`src/rtl/od_line_arbiter_if.sv`:
```
// Bundle between the open-drain line arbiter and its requesters / line buffer stage.
// Carries level requests, line readback, one-hot grant, open-drain drive and status.
// master = arbiter side (drives grant/drive/status); slave = requester/line side.
interface od_line_arbiter_if #(
    parameter int N_REQ = 6
);
    localparam int IDW = (N_REQ > 1) ? $clog2(N_REQ) : 1;

    logic [N_REQ-1:0] req;       // level request per requester
    logic             line_in;   // wired-line readback: 1 = released, 0 = pulled low
    logic [N_REQ-1:0] gnt;       // one-hot grant, held for the whole transaction
    logic [N_REQ-1:0] drv_a;     // open-drain inverter inputs: 1 pulls the line low
    logic             busy;      // high outside IDLE
    logic             done;      // one-cycle pulse at the end of a transaction
    logic             fault;     // sticky readback fault
    logic [IDW-1:0]   fault_id;  // requester granted when the fault was seen

    modport master (
        input  req, line_in,
        output gnt, drv_a, busy, done, fault, fault_id
    );

    modport slave (
        output req, line_in,
        input  gnt, drv_a, busy, done, fault, fault_id
    );
endinterface

```
`src/rtl/od_line_arbiter.sv`:
```
// Round-robin arbiter that shares one open-drain wired line between N_REQ requesters.
// Latency: grant/drive one cycle after a request is seen in IDLE; transaction = PULSE+RELEASE+1 cycles.
// Backpressure: none; requests are levels, held off while busy, and never abort a running transaction.
//
// Ports: clk, rst (synchronous, active-low), bus (od_line_arbiter_if.master).
// Optional: define OD_ARB_READBACK_EN to enable line readback checks and the absorbing FAULT state;
// without it line_in is ignored and fault/fault_id are tied low.
module od_line_arbiter #(
    parameter int N_REQ          = 6,
    parameter int PULSE_CYCLES   = 4,
    parameter int RELEASE_CYCLES = 2
) (
    input  logic              clk,
    input  logic              rst,
    od_line_arbiter_if.master bus
);
    localparam int IDW = (N_REQ > 1) ? $clog2(N_REQ) : 1;

    typedef enum logic [2:0] {
        S_IDLE,
        S_DRIVE,
        S_RELEASE,
`ifdef OD_ARB_READBACK_EN
        S_FAULT,
`endif
        S_DONE
    } state_t;

    state_t           state;
    logic [7:0]       cnt;
    logic [IDW-1:0]   last;      // last requester served; search starts one above it
    logic [IDW-1:0]   idx;       // requester owning the current transaction
    logic [N_REQ-1:0] gnt_q;
    logic [N_REQ-1:0] drv_q;
    logic             busy_q;
    logic             done_q;

    // Round-robin pick: first set request searching upward from last+1, wrapping.
    logic             sel_found;
    logic [IDW-1:0]   sel_idx;
    logic [IDW-1:0]   cand_idx;
    logic [N_REQ-1:0] sel_onehot;
    int               cand;

    always_comb begin
        sel_found  = 1'b0;
        sel_idx    = '0;
        cand       = 0;
        cand_idx   = '0;
        for (int off = 1; off <= N_REQ; off++) begin
            cand     = (int'(last) + off) % N_REQ;
            cand_idx = IDW'(cand);
            if (!sel_found && bus.req[cand_idx]) begin
                sel_found = 1'b1;
                sel_idx   = cand_idx;
            end
        end
        sel_onehot          = '0;
        sel_onehot[sel_idx] = 1'b1;
    end

`ifdef OD_ARB_READBACK_EN
    logic           fault_q;
    logic [IDW-1:0] fault_id_q;
`else
    logic unused_line_in;
    assign unused_line_in = bus.line_in;
`endif

    always_ff @(posedge clk) begin
        if (!rst) begin
            state  <= S_IDLE;
            cnt    <= '0;
            last   <= IDW'(N_REQ - 1);
            idx    <= '0;
            gnt_q  <= '0;
            drv_q  <= '0;
            busy_q <= 1'b0;
            done_q <= 1'b0;
`ifdef OD_ARB_READBACK_EN
            fault_q    <= 1'b0;
            fault_id_q <= '0;
`endif
        end else begin
            case (state)
                S_IDLE: begin
                    done_q <= 1'b0;
                    if (sel_found) begin
                        idx    <= sel_idx;
                        gnt_q  <= sel_onehot;
                        drv_q  <= sel_onehot;
                        busy_q <= 1'b1;
                        cnt    <= 8'(PULSE_CYCLES - 1);
                        state  <= S_DRIVE;
                    end
                end
                S_DRIVE: begin
                    if (cnt == '0) begin
                        drv_q <= '0;
                        cnt   <= 8'(RELEASE_CYCLES - 1);
                        state <= S_RELEASE;
`ifdef OD_ARB_READBACK_EN
                        // Line should still be pulled low on the last drive cycle.
                        if (bus.line_in) begin
                            gnt_q      <= '0;
                            fault_q    <= 1'b1;
                            fault_id_q <= idx;
                            state      <= S_FAULT;
                        end
`endif
                    end else begin
                        cnt <= cnt - 8'd1;
                    end
                end
                S_RELEASE: begin
                    if (cnt == '0) begin
                        gnt_q  <= '0;
                        done_q <= 1'b1;
                        last   <= idx;
                        state  <= S_DONE;
`ifdef OD_ARB_READBACK_EN
                        // Pull-up must have restored the line by the end of release.
                        if (!bus.line_in) begin
                            done_q     <= 1'b0;
                            last       <= last;
                            fault_q    <= 1'b1;
                            fault_id_q <= idx;
                            state      <= S_FAULT;
                        end
`endif
                    end else begin
                        cnt <= cnt - 8'd1;
                    end
                end
                S_DONE: begin
                    done_q <= 1'b0;
                    busy_q <= 1'b0;
                    state  <= S_IDLE;
                end
`ifdef OD_ARB_READBACK_EN
                S_FAULT: begin
                    // Absorbing until reset: no grants, line released, busy held.
                    gnt_q  <= '0;
                    drv_q  <= '0;
                    busy_q <= 1'b1;
                end
`endif
                default: begin
                    gnt_q  <= '0;
                    drv_q  <= '0;
                    busy_q <= 1'b0;
                    done_q <= 1'b0;
                    state  <= S_IDLE;
                end
            endcase
        end
    end

    assign bus.gnt   = gnt_q;
    assign bus.drv_a = drv_q;
    assign bus.busy  = busy_q;
    assign bus.done  = done_q;
`ifdef OD_ARB_READBACK_EN
    assign bus.fault    = fault_q;
    assign bus.fault_id = fault_id_q;
`else
    assign bus.fault    = 1'b0;
    assign bus.fault_id = '0;
`endif
endmodule

```
`src/flat_wrapper.sv`:
```
// flat-port wrapper written by rule: the top's interface ports become plain ports
module od_line_arbiter_flat 
#(
    parameter int N_REQ          = 6,
    parameter int PULSE_CYCLES   = 4,
    parameter int RELEASE_CYCLES = 2
)
  (clk, rst, bus_req, bus_line_in, bus_gnt, bus_drv_a, bus_busy, bus_done, bus_fault, bus_fault_id);
  od_line_arbiter_if #(.N_REQ(N_REQ)) bus_i ();
  input  logic clk;
  input  logic rst;
  input wire logic [$bits(bus_i.req)-1:0] bus_req;
  input wire logic [$bits(bus_i.line_in)-1:0] bus_line_in;
  output wire logic [$bits(bus_i.gnt)-1:0] bus_gnt;
  output wire logic [$bits(bus_i.drv_a)-1:0] bus_drv_a;
  output wire logic [$bits(bus_i.busy)-1:0] bus_busy;
  output wire logic [$bits(bus_i.done)-1:0] bus_done;
  output wire logic [$bits(bus_i.fault)-1:0] bus_fault;
  output wire logic [$bits(bus_i.fault_id)-1:0] bus_fault_id;
  assign bus_i.req = bus_req;
  assign bus_i.line_in = bus_line_in;
  assign bus_gnt = bus_i.gnt;
  assign bus_drv_a = bus_i.drv_a;
  assign bus_busy = bus_i.busy;
  assign bus_done = bus_i.done;
  assign bus_fault = bus_i.fault;
  assign bus_fault_id = bus_i.fault_id;
  od_line_arbiter #(.N_REQ(N_REQ), .PULSE_CYCLES(PULSE_CYCLES), .RELEASE_CYCLES(RELEASE_CYCLES)) u_core (.clk(clk), .rst(rst), .bus(bus_i));
endmodule
```
`config.mk`:
```
export PLATFORM = sky130hd
export DESIGN_NAME = od_line_arbiter_flat
export DESIGN_NICKNAME = d
export VERILOG_FILES = /design/src/rtl/od_line_arbiter_if.sv /design/src/rtl/od_line_arbiter.sv /design/src/flat_wrapper.sv
export SDC_FILE = /design/constraint.sdc
export NUM_CORES = 1
export LEC_CHECK = 0
export ABC_AREA = 1
export CAP_MARGIN = 25
export CORE_MARGIN = 10
export CORE_UTILIZATION = 35
export CTS_BUF_LIST = sky130_fd_sc_hd__clkbuf_16
export CTS_CLUSTER_DIAMETER = 200
export DETAILED_ROUTE_END_ITERATION = 7
export MAX_ROUTING_LAYER = met4
export PLACE_DENSITY_LB_ADDON = 0.1
export SLEW_MARGIN = 20
export SYNTH_ARGS = -nofsm -noshare
export SYNTH_HDL_FRONTEND = slang
export SYNTH_SLANG_ARGS = --single-unit
```
`constraint.sdc`:
```
create_clock -name clk -period 3.55 [get_ports clk]
set_input_delay 0.5325 -clock clk [delete_from_list [all_inputs] [get_ports clk]]
set_output_delay 0.5325 -clock clk [all_outputs]
set_load 0.02 [all_outputs]
```
After elaboration in Yosys (flattened, before gate mapping)
Cells that the tools add are included.
{ "totals": {"latch_bits": 0, "regBits": 31, "mem_bits_ro": 0, "output_inout_bits": 18, "memories": 0, "ram_bits": 0} }
{ "classes": {"n_div": 6, "order_cmp": 8, "n_reduce_logical": 25, "addsub": 7, "mul": 0, "n_eq_ne": 7, "n_shift": 0, "n_mux": 42, "n_bitwise": 4} }
{ "ops": {"columns": ["operator", "n"], "rows": [
  ["32-bit by 4-bit remainder unit with 32-bit output, second input constant", 6],
  ["6-bit case mux with 3 select lines", 2],
  ["3-bit by 4-bit less-than comparator with 1-bit output, second input constant", 7],
  ["3-bit 2-to-1 mux", 9],
  ["8-bit 2-to-1 mux", 3],
  ["8-bit case mux with 3 select lines", 1],
  ["1-bit binary-select mux with 3-bit select", 6],
  ["1-bit 2-to-1 mux", 15],
  ["3-bit by 3-bit adder with 4-bit output, second input constant", 3],
  ["6-bit 2-to-1 mux", 2],
  ["3-bit AND reduction", 4],
  ["3-bit case mux with 3 select lines", 1],
  ["3-bit by 2-bit adder with 4-bit output, second input constant", 2],
  ["8-bit zero test", 1],
  ["2-bit AND reduction", 4],
  ["8-bit by 1-bit subtractor with 8-bit output, second input constant", 1],
  ["3-bit by 2-bit equality test with 1-bit output, second input constant", 2],
  ["1-bit logical AND", 6],
  ["2-bit by 1-bit inequality test with 1-bit output, second input constant", 3],
  ["2-bit OR reduction", 3],
  ["1-bit zero test", 5],
  ["3-bit by 1-bit adder with 4-bit output, second input constant", 1],
  ["1-bit inverter", 4],
  ["1-bit case mux with 2 select lines", 2],
  ["other kinds (6)", 6]
]} }

Longest topological paths before layout
Gate-level depths: netlist of the first run.
{ "depth": {"ltp_word": 26, "ltp_mapped": 26} }

Worst setup path after synthesis of the first run
OpenSTA, ideal clock, no wires.
{ "synth_path": {"path_type": "flip-flop to flip-flop", "startpoint": "register u_core.last[1]", "endpoint": "register u_core.cnt[0]", "setup_ns": 0.132, "t_arrival_ns": 2.898, "synth_period_minus_slack_ns": 3.030, "n_path_buf": 0, "slack_ns": 0.520, "path_stages_with_launch": 24, "path_cell_list": "dfxtp_1 inv_1 ha_1 a21oi_4 inv_1 ha_1 nor2_1 nand3_1 nand2_1 nand2_1 nand2_1 nand2_1 inv_1 nand2_1 nand2_2 nand3_4 nor2_8 nand2_4 nor2_8 nand2_8 nand2_4 inv_2 o21ai_1 a21oi_1"} }
{ "synth_via": {"elab_chain_len": 22, "word_cells_on_any_way": 42, "cone_classes": "add/sub: 6; div: 6; eq/ne: 1; mux: 18; reduce/logical: 11"} }
{ "synth_rtl": {"columns": ["element", "line_no", "text"], "rows": [
  ["start: declaration", "od_line_arbiter.sv:31", "logic [IDW-1:0] last;"],
  ["start signal: assignment", "od_line_arbiter.sv:74", "last <= IDW'(N_REQ - 1);"],
  ["start signal: assignment", "od_line_arbiter.sv:119", "last <= idx;"],
  ["3-bit by 1-bit adder with 4-bit output", "od_line_arbiter.sv:51", "cand = (int'(last) + off) % N_REQ;"],
  ["32-bit by 4-bit remainder unit with 32-bit output", "od_line_arbiter.sv:51", null],
  ["1-bit binary-select mux with 3-bit select", "od_line_arbiter.sv:53", "if (!sel_found && bus.req[cand_idx]) begin"],
  ["1-bit 2-to-1 mux (implied by the code)", "od_line_arbiter.sv:53", null],
  ["1-bit 2-to-1 mux", "od_line_arbiter.sv:53", null],
  ["1-bit zero test", "od_line_arbiter.sv:53", null],
  ["1-bit logical AND", "od_line_arbiter.sv:53", null],
  ["1-bit 2-to-1 mux", "od_line_arbiter.sv:53", null],
  ["[6 not listed]", null, null],
  ["1-bit zero test", "od_line_arbiter.sv:53", null],
  ["1-bit logical AND", "od_line_arbiter.sv:53", null],
  ["1-bit 2-to-1 mux", "od_line_arbiter.sv:53", null],
  ["1-bit zero test", "od_line_arbiter.sv:53", null],
  ["1-bit logical AND", "od_line_arbiter.sv:53", null],
  ["1-bit 2-to-1 mux (*)", "od_line_arbiter.sv:53", null],
  ["2-bit by 1-bit inequality test with 1-bit output (no source line) (*)", null, null],
  ["3-bit AND reduction (no source line) (*)", null, null],
  ["end signal: assignment", "od_line_arbiter.sv:93", "cnt <= 8'(PULSE_CYCLES - 1);"],
  ["end signal: assignment", "od_line_arbiter.sv:100", "cnt <= 8'(RELEASE_CYCLES - 1);"],
  ["end signal: assignment", "od_line_arbiter.sv:112", "cnt <= cnt - 8'd1;"],
  ["end: declaration", "od_line_arbiter.sv:30", "logic [7:0] cnt;"]
]} }
Mark *: on every way between the ends. The rest lies on a longest branch, timed or not. The select of a mux whose other input is x is not followed.
A chain may end at the register's enable or synchronous reset.

Worst setup path in the final report of the first run
Ends and elaborated chain as after synthesis.

==> key figures, run 1 <==
Run status
  – Outcome: completed

Clock tree
  – Root Driver: clkbuf_16
  – Postcts setup bufs: 0
  – CTS Buf Count: 5
  – Clock-pin slew on the worst setup and hold paths: 50 ps
  – Clock sink count: 30
  – H-tree depth: 2
  – CTS max path bufs: 2
  – CTS tree: yes
  – Worst skew pair latency: 270 ps

Route
  – Initial drt markers: 86
  – DRC: 0
  – Pre-Repair DR Iteration Count: 5
  – Post-detailed-route count of antenna-violating nets: 0
  – Drt wl/cell: 11.98 um
  – Final WL: 6565 um
  – Vias: 2589
  – Via density: 4.724

Critical path
  – Worst Setup End Kind: register
  – CP Cell Sequence: inv_1 > ha_1 > a21oi_4 > inv_1 > ha_1 > nor2_1 > nand3_1 > nand2_1 > nand2_1 > nand2_1 > nand2_1 > nand2_1 > nand3_1 > nand2_2 > nand3_4 > nor2_8 > nand2_4 > nor2_8 > nand2_8 > nand2_4 > inv_2 > o21ai_1 > a21oi_1
  – CP most frequent cell: nand2_1
  – Critical path's largest stage delay: 330 ps
  – Worst Path Arrival: 3350 ps
  – WS Path Type: reg2reg
  – Reg-to-Reg Start: u_core.last[1]
  – Critical-path maximum fanout: 10
  – CP required: 3690 ps
  – Startpoint Class: register
  – Crit-path slowest cell: ha_1
  – Worst setup startpoint: u_core.last[1]

Worst hold path
  – Min-Delay Path Class: reg2reg
  – Hold_sp: u_core.idx[1]

STA
  – Skew final: 4.345 ps
  – Final period utilization: 0.9048
  – Worst-margin pin slew: 639.5 ps
  – Setup TNS: 0 ps
  – Rel. slew slack: 0.5737
  – Endpoints failing hold: 0
  – RSZ-0062 raised after global routing: false
  – Highest clock rate: 311.3 MHz
  – Final Setup Violations: 0
  – Tmin final: 3212 ps
  – Slew Viols, Final: 0

Yosys
  – Top FF cell, synth: dfxtp_1
  – FF+latch count, synth: 30
  – Post-synth EDFFs: 0
  – Top post-synthesis cells by area: dfxtp_1 (22%), nand2_1 (16%), ha_1 (8.8%)
  – Netlist area before placement: 2715 um^2
  – Async SR Flop Fraction: 0
  – Syn_area_per_cell: 6.465 um^2
  – Post-synthesis cell count: 420
  – Commonest cells post-synth: nand2_1 (116), inv_1 (55), a21oi_1 (33), nand3_1 (32), dfxtp_1 (30)
  – Distinct cells, synth: 42
  – Yosys warns: 0
  – Share of the synthesized area in the top cell type: 0.2212
  – Leading cell type by number of instances after synthesis: nand2_1
  – Sequential area share after synthesis: 0.2212
  – Cell accounting for the most synthesized area: dfxtp_1

Floorplan
  – Initial Util: 0.3550
  – Die Height: 108.1 um
  – Core area: 7647 um^2
  – Die span in x: 108.1 um
  – Rows: 32
  – I/O pin cnt: 27
  – Die ar.: 11680 um^2

GRT
  – Antenna violations before repair: 0
  – GRT overflow: 0
  – Global-route usage over all layers: 0.1198
  – First-pass GRT wire length: 11450 um
  – Largest net degree at the start of global routing: 20
  – Vias in the first global route: 2505

Run
  – Maxcap violations: 0

Place
  – Port Buf Inserts: 21
  – DP HPWL: 5092 um
  – GPL Wtd Cong: 0.8282

Layout
  – Nets: 474
  – Layout fillers: 826
  – ANT cells: 0
  – Area Overhead vs Synth: 16.87%
  – Fin util: 0.4149
  – Share of layout cells above drive strength 1: 0.1211
==> cells in the final DEF (no fill, tap or decap), types with 3 or more instances in the layout <==
cell and count:
clkdlybuf4s50_1 21, o21ai_1 6, nand2_2 10, inv_1 55, a21oi_1 33, clkbuf_16 5
nor2_1 28, nand2_4 4, nand3_1 32, o21ai_0 12, dfxtp_1 29, o2111ai_1 4
nand2_1 116, nand3_4 3, buf_4 5, inv_2 9, nand3_2 3, conb_1 4
nor3_1 6, nand4_1 7, xor2_1 9, ha_1 19
==> worst max-delay path: cells and delay by family, from the launching register on <==
kind	cells	cell delay, ps
compound gates	3	360
flops	1	320
fa+ha+maj	2	620
buf+inv	3	270
simple gates	15	1500
==> layer usage <==
layer | vias up | track usage | wire length (um)
li1 | 1391 | - | -
met1 | 1147 | 0.1384 | 3087
met2 | 40 | 0.2073 | 3161
met3 | 11 | 0.01963 | 213
met4 | 0 | 0.03531 | 103
met5 | - | - | 0
==> flip-flops by register name, indices dropped and copies added (netlist names) <==
name,cells
u_core.bus.done,1
u_core.last,3
u_core.bus.drv_a,6
u_core.idx,3
u_core.state,2
u_core.cnt,8
u_core.bus.gnt,6
u_core.bus.busy,1
==> per-stage QoR <==
step	hold slack, ps	std cells	instance area [um^2]	setup WS (ps)
floorplan	430.0	423	2726	520.1
global placement	450.2	541	3037	376.1
detailed placement	452.9	541	3037	321.3
CTS	461.8	548	3172	314.5
global route	494.4	548	3173	20.18
finish	461.2	548	3173	338.1
==> final cells by class <==
class / count / area, um^2 / share of cell area
Tap cell: 102 / 127.6 / 0.04022
Timing Repair Buffer: 26 / 247.7 / 0.07808
Clock inverter: 2 / 10.01 / 0.003155
Clock buffer: 5 / 125.1 / 0.03943
Sequential cell: 30 / 601.8 / 0.1897
Multi-Input combinational cell: 319 / 1821 / 0.5737
Inverter: 64 / 240.2 / 0.07571
==> final timing paths <==
path | to | slack, ps | cells past startpoint
worst min-delay path | u_core.last[1] | 460 | 2
worst min register to register | u_core.last[1] | 460 | 2
worst max-delay path | u_core.cnt[0] | 340 | 23
worst max register to register | u_core.cnt[0] | 340 | 23
==> logic make-up (layout without fill, tap and decap cells) <==
kind of cell / Yosys count / in the layout / share of synthesized area
AND/OR/NAND/NOR: 221 / 221 / 0.4042
buffers and inverters: 74 / 97 / 0.1124
AO/OA/AOI/OAI: 66 / 66 / 0.1442
flip-flops: 30 / 30 / 0.2212
adder cells (fa/ha/maj): 19 / 19 / 0.08756
XOR/XNOR: 9 / 9 / 0.02903
other: 1 / 4 / 0.001381
==> what timing repair did <==
item	in CTS	in global routing
endpoints found under the setup margin	0	1
gates resized for setup	0	1
hold buffers	0	0
Power of run 1 is not shown: default switching activity piles up to over one toggle a cycle in this logic, so the estimate is an artifact.
==> inputs of run 2 (changes only) <==
--- a/config.mk
+++ b/config.mk
@@ -5,7 +5,7 @@
 export SDC_FILE = /design/constraint.sdc
 export NUM_CORES = 1
 export LEC_CHECK = 0
-export ABC_AREA = 1
+export ABC_AREA = 0
 export CAP_MARGIN = 25
 export CORE_MARGIN = 10
 export CORE_UTILIZATION = 35
==> run 2 against run 1 <==
Against the previous run:
- via count shrank 7.3%
- setup slack lost 140 ps
- first-iteration DRC count decreased by 1.2%
- non-clock buffer count increased by 27
- highest routed layer unchanged
==> key figures, run 2 <==
Layout
  – Reg area: 601.8 um^2 (unchanged)
  – Largest register by flop count: u_core.cnt
  – Most common cell after layout, fill and taps aside: buf_4
  – Nets: 375 (-21%)
  – Most frequent cells in the layout: buf_4 (31), dfxtp_1 (29), nand2_1 (21), clkdlybuf4s50_1 (21)
  – Area Overhead vs Synth: 25.90%
  – Max FFs per register: 8 (unchanged)
  – Layout fillers: 722 (-13%)
  – ANT cells: 0 (unchanged)
  – Share of layout cells above drive strength 1: 0.2328 (+0.1117)
  – Area of the multi-input gates: 1841 um^2 (+1.1%)

Power
  – Peak VDD IR: 0.4798 mV
  – Sw frac: 0.4461
  – Sequential share of power: 0.192
  – Pint: 1452 uW
  – LEAKAGE: 0.001361 uW
  – Sw Pwr: 1170 uW
  – Tot Pwr: 2622 uW
  – Clk pwr share: 0.150
  – Pwr dens: 811.9 nW/um^2
  – Combinational group share of total power: 0.657

Critical path
  – Critical-path maximum fanout: 6 (-4)
  – Worst Path Arrival: 3520 ps (+170 ps)
  – CP required: 3710 ps (+20 ps)
  – Startpoint Class: register
  – Worst Setup End Kind: register
  – WS Path Type: reg2reg

STA
  – Skew final: 3.691 ps (-0.6542 ps)
  – Tmin final: 3354 ps (+141.9 ps)
  – Endpoints failing hold: 0 (unchanged)
  – Highest clock rate: 298.2 MHz (-4.2%)
  – Setup TNS: 0 ps (unchanged)
  – Final period utilization: 0.9447 (+0.03998)
  – Slew Viols, Final: 0 (unchanged)
  – Final Setup Violations: 0 (unchanged)

Route
  – Pre-Repair DR Iteration Count: 4 (-1)
  – Vias: 2400 (-7.3%)
  – Initial drt markers: 85 (-1.2%)
  – Post-detailed-route count of antenna-violating nets: 0 (unchanged)
  – Final WL: 6595 um (+0.46%)
  – DRC: 0 (unchanged)
  – Drt wl/cell: 14.75 um (+23%)
  – Via density: 5.369 (+14%)

GRT
  – Antenna violations before repair: 0 (unchanged)
  – Global-route usage over all layers: 0.1192 (-0.0005847)
  – GRT overflow: 0 (unchanged)
  – First-pass GRT wire length: 10850 um (-5.2%)
  – Vias in the first global route: 2215 (-12%)
  – Largest net degree at the start of global routing: 19 (-5.0%)

Yosys
  – Async SR Flop Fraction: 0 (unchanged)
  – Leading cell type by number of instances after synthesis: dfxtp_1
  – Commonest cells post-synth: dfxtp_1 (30), nand2_1 (22), ha_1 (19), inv_1 (18), a21oi_1 (16)
  – Yosys warns: 0 (unchanged)
  – Top post-synthesis cells by area: dfxtp_1 (23%), ha_1 (9.3%), nand2_1 (3.2%)
  – Netlist area before placement: 2565 um^2 (-5.5%)
  – Syn_area_per_cell: 8.578 um^2 (+33%)
  – Post-synthesis cell count: 299 (-29%)
  – Share of the synthesized area in the top cell type: 0.2341 (+0.01295)
  – FF+latch count, synth: 30 (unchanged)
  – Post-synth EDFFs: 0 (unchanged)
  – Cell accounting for the most synthesized area: dfxtp_1
  – Sequential area share after synthesis: 0.2341 (+0.01295)
  – Distinct cells, synth: 78 (+86%)
  – Top FF cell, synth: dfxtp_1

Clock tree
  – CTS tree: yes
  – CTS max path bufs: 2 (unchanged)
  – H-tree depth: 2 (unchanged)
  – Clock-pin slew on the worst setup and hold paths: 50 ps (about the same)
  – CTS Buf Count: 5 (unchanged)
  – Root Driver: clkbuf_16
  – Worst skew pair latency: 270 ps (about the same)
  – Clock sink count: 30 (unchanged)

Floorplan
  – Rows: 31 (-3.1%)
  – Die ar.: 11150 um^2 (-4.5%)
  – I/O pin cnt: 27 (unchanged)
  – Initial Util: 0.3575 (+0.002415)
  – Core area: 7176 um^2 (-6.2%)
  – Die Height: 105.6 um (-2.3%)
  – Die span in x: 105.6 um (-2.3%)

Run
  – Maxcap violations: 0 (unchanged)

Worst hold path
  – Min-Delay Path Class: reg2reg

Place
  – Port Buf Inserts: 21 (unchanged)
  – DP HPWL: 5186 um (+1.8%)
  – GPL Wtd Cong: 0.8198 (-1.0%)

Run status
  – Outcome: completed
==> run 2: cell types whose count changed in the layout (fill, tap and decap cells not counted), sizes merged, moves of 6 or more <==
cell	previous run	this run
nand2	131	22
nand3	38	14
mux2i	0	8
inv	64	20
a21oi	35	17
and3	0	6
xor2	9	0
nand4	7	0
buf	5	32
nand2b	0	7
nor2	32	12
==> run 2: kinds of logic after synthesis <==
logic type                 share of synthesized area
AOI/OAI and AO/OA                             0.3127
xor gates and xnor gates                     0.01659
adders and majority gates                    0.09268
buffers and inverters                        0.07512
DFF                                           0.2341
muxes                                        0.04878
other                                       0.001462
and+or+nand+nor                               0.2185
==> run 2: worst max-delay path, cell delays in order, from the launching register on <==
cell and delay, ps:
dfxtp_1 390, inv_1 80, buf_4 160, ha_1 230, xnor2_2 190, ha_1 270, nor2b_2 180, a211oi_2 100
o21ai_1 210, o211ai_2 190, or4_4 590, o211a_1 280, and3_1 200, a22o_1 190
==> run 2: stage by stage <==
| stage | hold WS (ps) | cells | worst slack [ps] | util | cell area, um^2 |
|---|---|---|---|---|---|
| 6_report | 453.2 | 447 | 196.2 | 0.4500 | 3229 |
| 3_5_place_dp | 444.2 | 436 | 18.38 | 0.4190 | 3007 |
| 2_1_floorplan | 436.6 | 302 | 15.05 | - | 2576 |
| 5_1_grt | 481.0 | 447 | -10.53 | 0.4500 | 3229 |
| 4_1_cts | 459.5 | 444 | 9.514 | 0.4382 | 3144 |
| 3_3_place_gp | 443.0 | 436 | 60.82 | 0.4190 | 3007 |
==> run 2: final cells by class <==
cell class / instances / area share
multi-input combinational: 238 / 0.5699
tap: 99 / 0.03836
sequential: 30 / 0.1864
clock buffer: 5 / 0.03874
timing repair buffer: 53 / 0.1406
inverter: 19 / 0.02208
clock inverter: 3 / 0.003874
==> run 2: routing by layer <==
metal	wire, um	GRT usage	up-vias
li1	-	-	1227
met1	3156	0.1420	1141
met3	130	0.02132	5
met5	0	-	-
met4	76	0.04159	0
met2	3233	0.1978	27
==> run 2: final timing paths <==
path / startpoint / end / slack, ps / cells past startpoint
worst max-delay path: u_core.last[1] / u_core.bus.gnt[5] / 200 / 13
worst min-delay path: u_core.bus.gnt[0] / u_core.bus.gnt[0] / 450 / 2
worst max register to register: u_core.last[1] / u_core.bus.gnt[5] / 200 / 13
worst min register to register: u_core.bus.gnt[0] / u_core.bus.gnt[0] / 450 / 2
==> run 2: power by group through the flow <==
stage / Sequential, uW / Clock, uW / Combinational [uW]
after floorplan: 541 / 0 / 1130
final: 504 / 395 / 1720
after global placement: 507 / 0 / 1640
after detailed placement: 510 / 0 / 1650
after CTS: 503 / 405 / 1650
after global routing: 517 / 415 / 1910
==> run 2: timing repair <==
item,4_1_cts,5_1_grt
endpoints found under the setup margin,1,24
buffers inserted,0,3
gates resized for setup,0,15
hold buffers,0,0
pin swaps,1,5
Power figures use the tool's default switching activity.
==> inputs of run 3 (changes only) <==
--- a/config.mk
+++ b/config.mk
@@ -8,7 +8,7 @@
 export ABC_AREA = 0
 export CAP_MARGIN = 25
 export CORE_MARGIN = 10
-export CORE_UTILIZATION = 35
+export CORE_UTILIZATION = 57
 export CTS_BUF_LIST = sky130_fd_sc_hd__clkbuf_16
 export CTS_CLUSTER_DIAMETER = 200
 export DETAILED_ROUTE_END_ITERATION = 7
==> run 3 against run 2 <==
Against the previous run:
- register-to-register slack barely moved
- clock power rose by 2%
- utilization increased by 28 points
- cell area down 1.3%
- via count is 2.3% higher
- cell count fell by 11%
- flip-flop and latch count did not move
- non-clock buffer count shrank 4
- die area is 32% lower
- clock skew increased by 0.85 ps
- largest cell class unchanged
- largest power group unchanged
- highest routed layer unchanged
==> key figures, run 3 (synthesized netlist as in run 2, its figures left out) <==
Run status
  – Outcome: completed

Clock tree
  – Worst skew pair latency: 270 ps (about the same)
  – Clock sink count: 30 (unchanged)
  – CTS tree: yes
  – Hold buffer count at CTS: 0 (unchanged)
  – CTS max path bufs: 2 (unchanged)
  – Clock-pin slew on the worst setup and hold paths: 50 ps (about the same)
  – H-tree depth: 2 (unchanged)
  – Root Driver: clkbuf_16
  – CTS Buf Count: 5 (unchanged)

Layout
  – Area of the multi-input gates: 1872 um^2 (+1.7%)
  – Max FFs per register: 8 (unchanged)
  – Share of layout cells above drive strength 1: 0.2442 (+0.01143)
  – ANT cells: 0 (unchanged)
  – Layout fillers: 341 (-53%)
  – Largest register by flop count: u_core.cnt
  – Area Overhead vs Synth: 24.29%
  – Most frequent cells in the layout: dfxtp_1 (29), buf_4 (26), clkdlybuf4s50_1 (21)
  – Most common cell after layout, fill and taps aside: dfxtp_1
  – Nets: 371 (-1.1%)
  – Reg area: 601.8 um^2 (unchanged)

Route
  – Met3 Routed Length: 373 um (+190%)
  – Initial drt markers: 131 (+54%)
  – Wire length on met1: 2755 um (-13%)
  – DR top layer: met4
  – Met2 wire len: 3054 um (-5.5%)
  – Final WL: 6307 um (-4.4%)
  – DRC: 0 (unchanged)
  – Via density: 6.199 (+15%)
  – Post-detailed-route count of antenna-violating nets: 0 (unchanged)
  – Drt wl/cell: 15.93 um (+7.9%)
  – Vias: 2455 (+2.3%)
  – Pre-Repair DR Iteration Count: 4 (unchanged)

Power
  – LEAKAGE: 0.001343 uW (-1.3%)
  – Tot Pwr: 2617 uW (-0.18%)
  – Pwr dens: 820.9 nW/um^2 (+1.1%)
  – Peak VDD IR: 0.6094 mV (+27%)

STA
  – Endpoints failing hold: 0 (unchanged)
  – Highest clock rate: 297.0 MHz (-0.38%)
  – Tmin final: 3367 ps (+12.77 ps)
  – Final Setup Violations: 0 (unchanged)
  – Skew final: 4.537 ps (+0.8456 ps)
  – Slew Viols, Final: 0 (unchanged)
  – Final period utilization: 0.9483 (+0.003596)
  – Final setup margin: 183.4 ps (-12.77 ps)

GRT
  – Vias in the first global route: 2286 (+3.2%)
  – Antenna violations before repair: 0 (unchanged)
  – First-pass GRT wire length: 10420 um (-4.0%)
  – Largest net degree at the start of global routing: 19 (unchanged)
  – GRT overflow: 0 (unchanged)
  – Global-route usage over all layers: 0.1718 (+0.05261)

Place
  – Pre-CTS setup slack: -55.63 ps (-74.01 ps)
  – GPL Wtd Cong: 0.8920 (+8.8%)
  – Port Buf Inserts: 21 (unchanged)
  – DP HPWL: 4864 um (-6.2%)

Floorplan
  – Die Height: 87.08 um (-18%)
  – Initial Util: 0.5891 (+0.2316)
  – Core area: 4354 um^2 (-39%)
  – Die span in x: 87.08 um (-18%)
  – I/O pin cnt: 27 (unchanged)
  – Die ar.: 7583 um^2 (-32%)
  – Rows: 24 (-23%)

Worst hold path
  – Min-Delay Path Class: reg2reg

Critical path
  – Worst Setup End Kind: register
  – Critical-path maximum fanout: 6 (unchanged)
  – WS Path Type: reg2reg
  – Startpoint Class: register
  – CP required: 3710 ps (about the same)
  – Worst Path Arrival: 3530 ps (about the same)

Run
  – Maxcap violations: 0 (unchanged)
run 3: cell types whose count changed in the layout (fill, tap and decap cells not counted), sizes merged:
cell      previous run  this run
clkinvlp             0         1
inv                 20        19
buf                 32        28
run 3: metrics by stage:
| step | cells | area (um^2) | TNS, ps | utilization | hold WS [ps] |
|---|---|---|---|---|---|
| after global routing | 396 | 3188 | -23.43 | 0.7322 | 476.4 |
| after floorplan | 302 | 2576 | 0 | - | 436.6 |
| final | 396 | 3188 | 0 | 0.7322 | 454.7 |
| after CTS | 394 | 3090 | 0 | 0.7098 | 458.4 |
| after detailed placement | 386 | 2938 | -93.98 | 0.6747 | 450.6 |
| after global placement | 386 | 2938 | 0 | 0.6747 | 444.9 |
run 3: power breakdown:
group | total [uW] | leakage, uW | internal (uW) | switching (uW)
combinational | 1710 | 0.00103 | 761 | 947
sequential | 507 | 0.000244 | 434 | 73.2
clock | 402 | 0.0000672 | 255 | 147
total | 2620 | 0.00134 | 1450 | 1170
run 3: area by class of cell:
| cell class | instances | share of cell area |
|---|---|---|
| tap | 52 | 0.02041 |
| inverter | 19 | 0.02237 |
| multi-input combinational | 238 | 0.5871 |
| clock inverter | 3 | 0.005102 |
| timing repair buffer | 49 | 0.1370 |
| sequential | 30 | 0.1888 |
| clock buffer | 5 | 0.03925 |
run 3: what timing repair did:
action	CTS	global route
resized for setup	2	19
buffers inserted	0	2
cloned	0	0
pin swaps	0	3
endpoints found under the setup margin	10	25
run 3: metal layers:
layer / vias up / track usage
li1: 1217 / -
met1: 1167 / 0.2007
met2: 60 / 0.2778
met3: 11 / 0.04213
met4: 0 / 0.06333
met5: - / -
run 3: worst max-delay path, stage by stage (launching register included):
cell,delay (ps)
dfxtp_1,370
inv_1,90
buf_4,160
ha_1,370
a211oi_1,290
xnor2_1,280
mux2i_1,330
nand3_1,170
or4_4,490
o211a_1,300
and3_1,210
a22o_1,200
run 3: path summary, 6_finish.rpt:
kind	start	end	slack, ps	depth (start not counted)
max	u_core.last[1]	u_core.bus.gnt[5]	180	11
min	u_core.bus.gnt[0]	u_core.bus.gnt[0]	450	2
max reg2reg	u_core.last[1]	u_core.bus.gnt[5]	180	11
min reg2reg	u_core.bus.gnt[0]	u_core.bus.gnt[0]	450	2
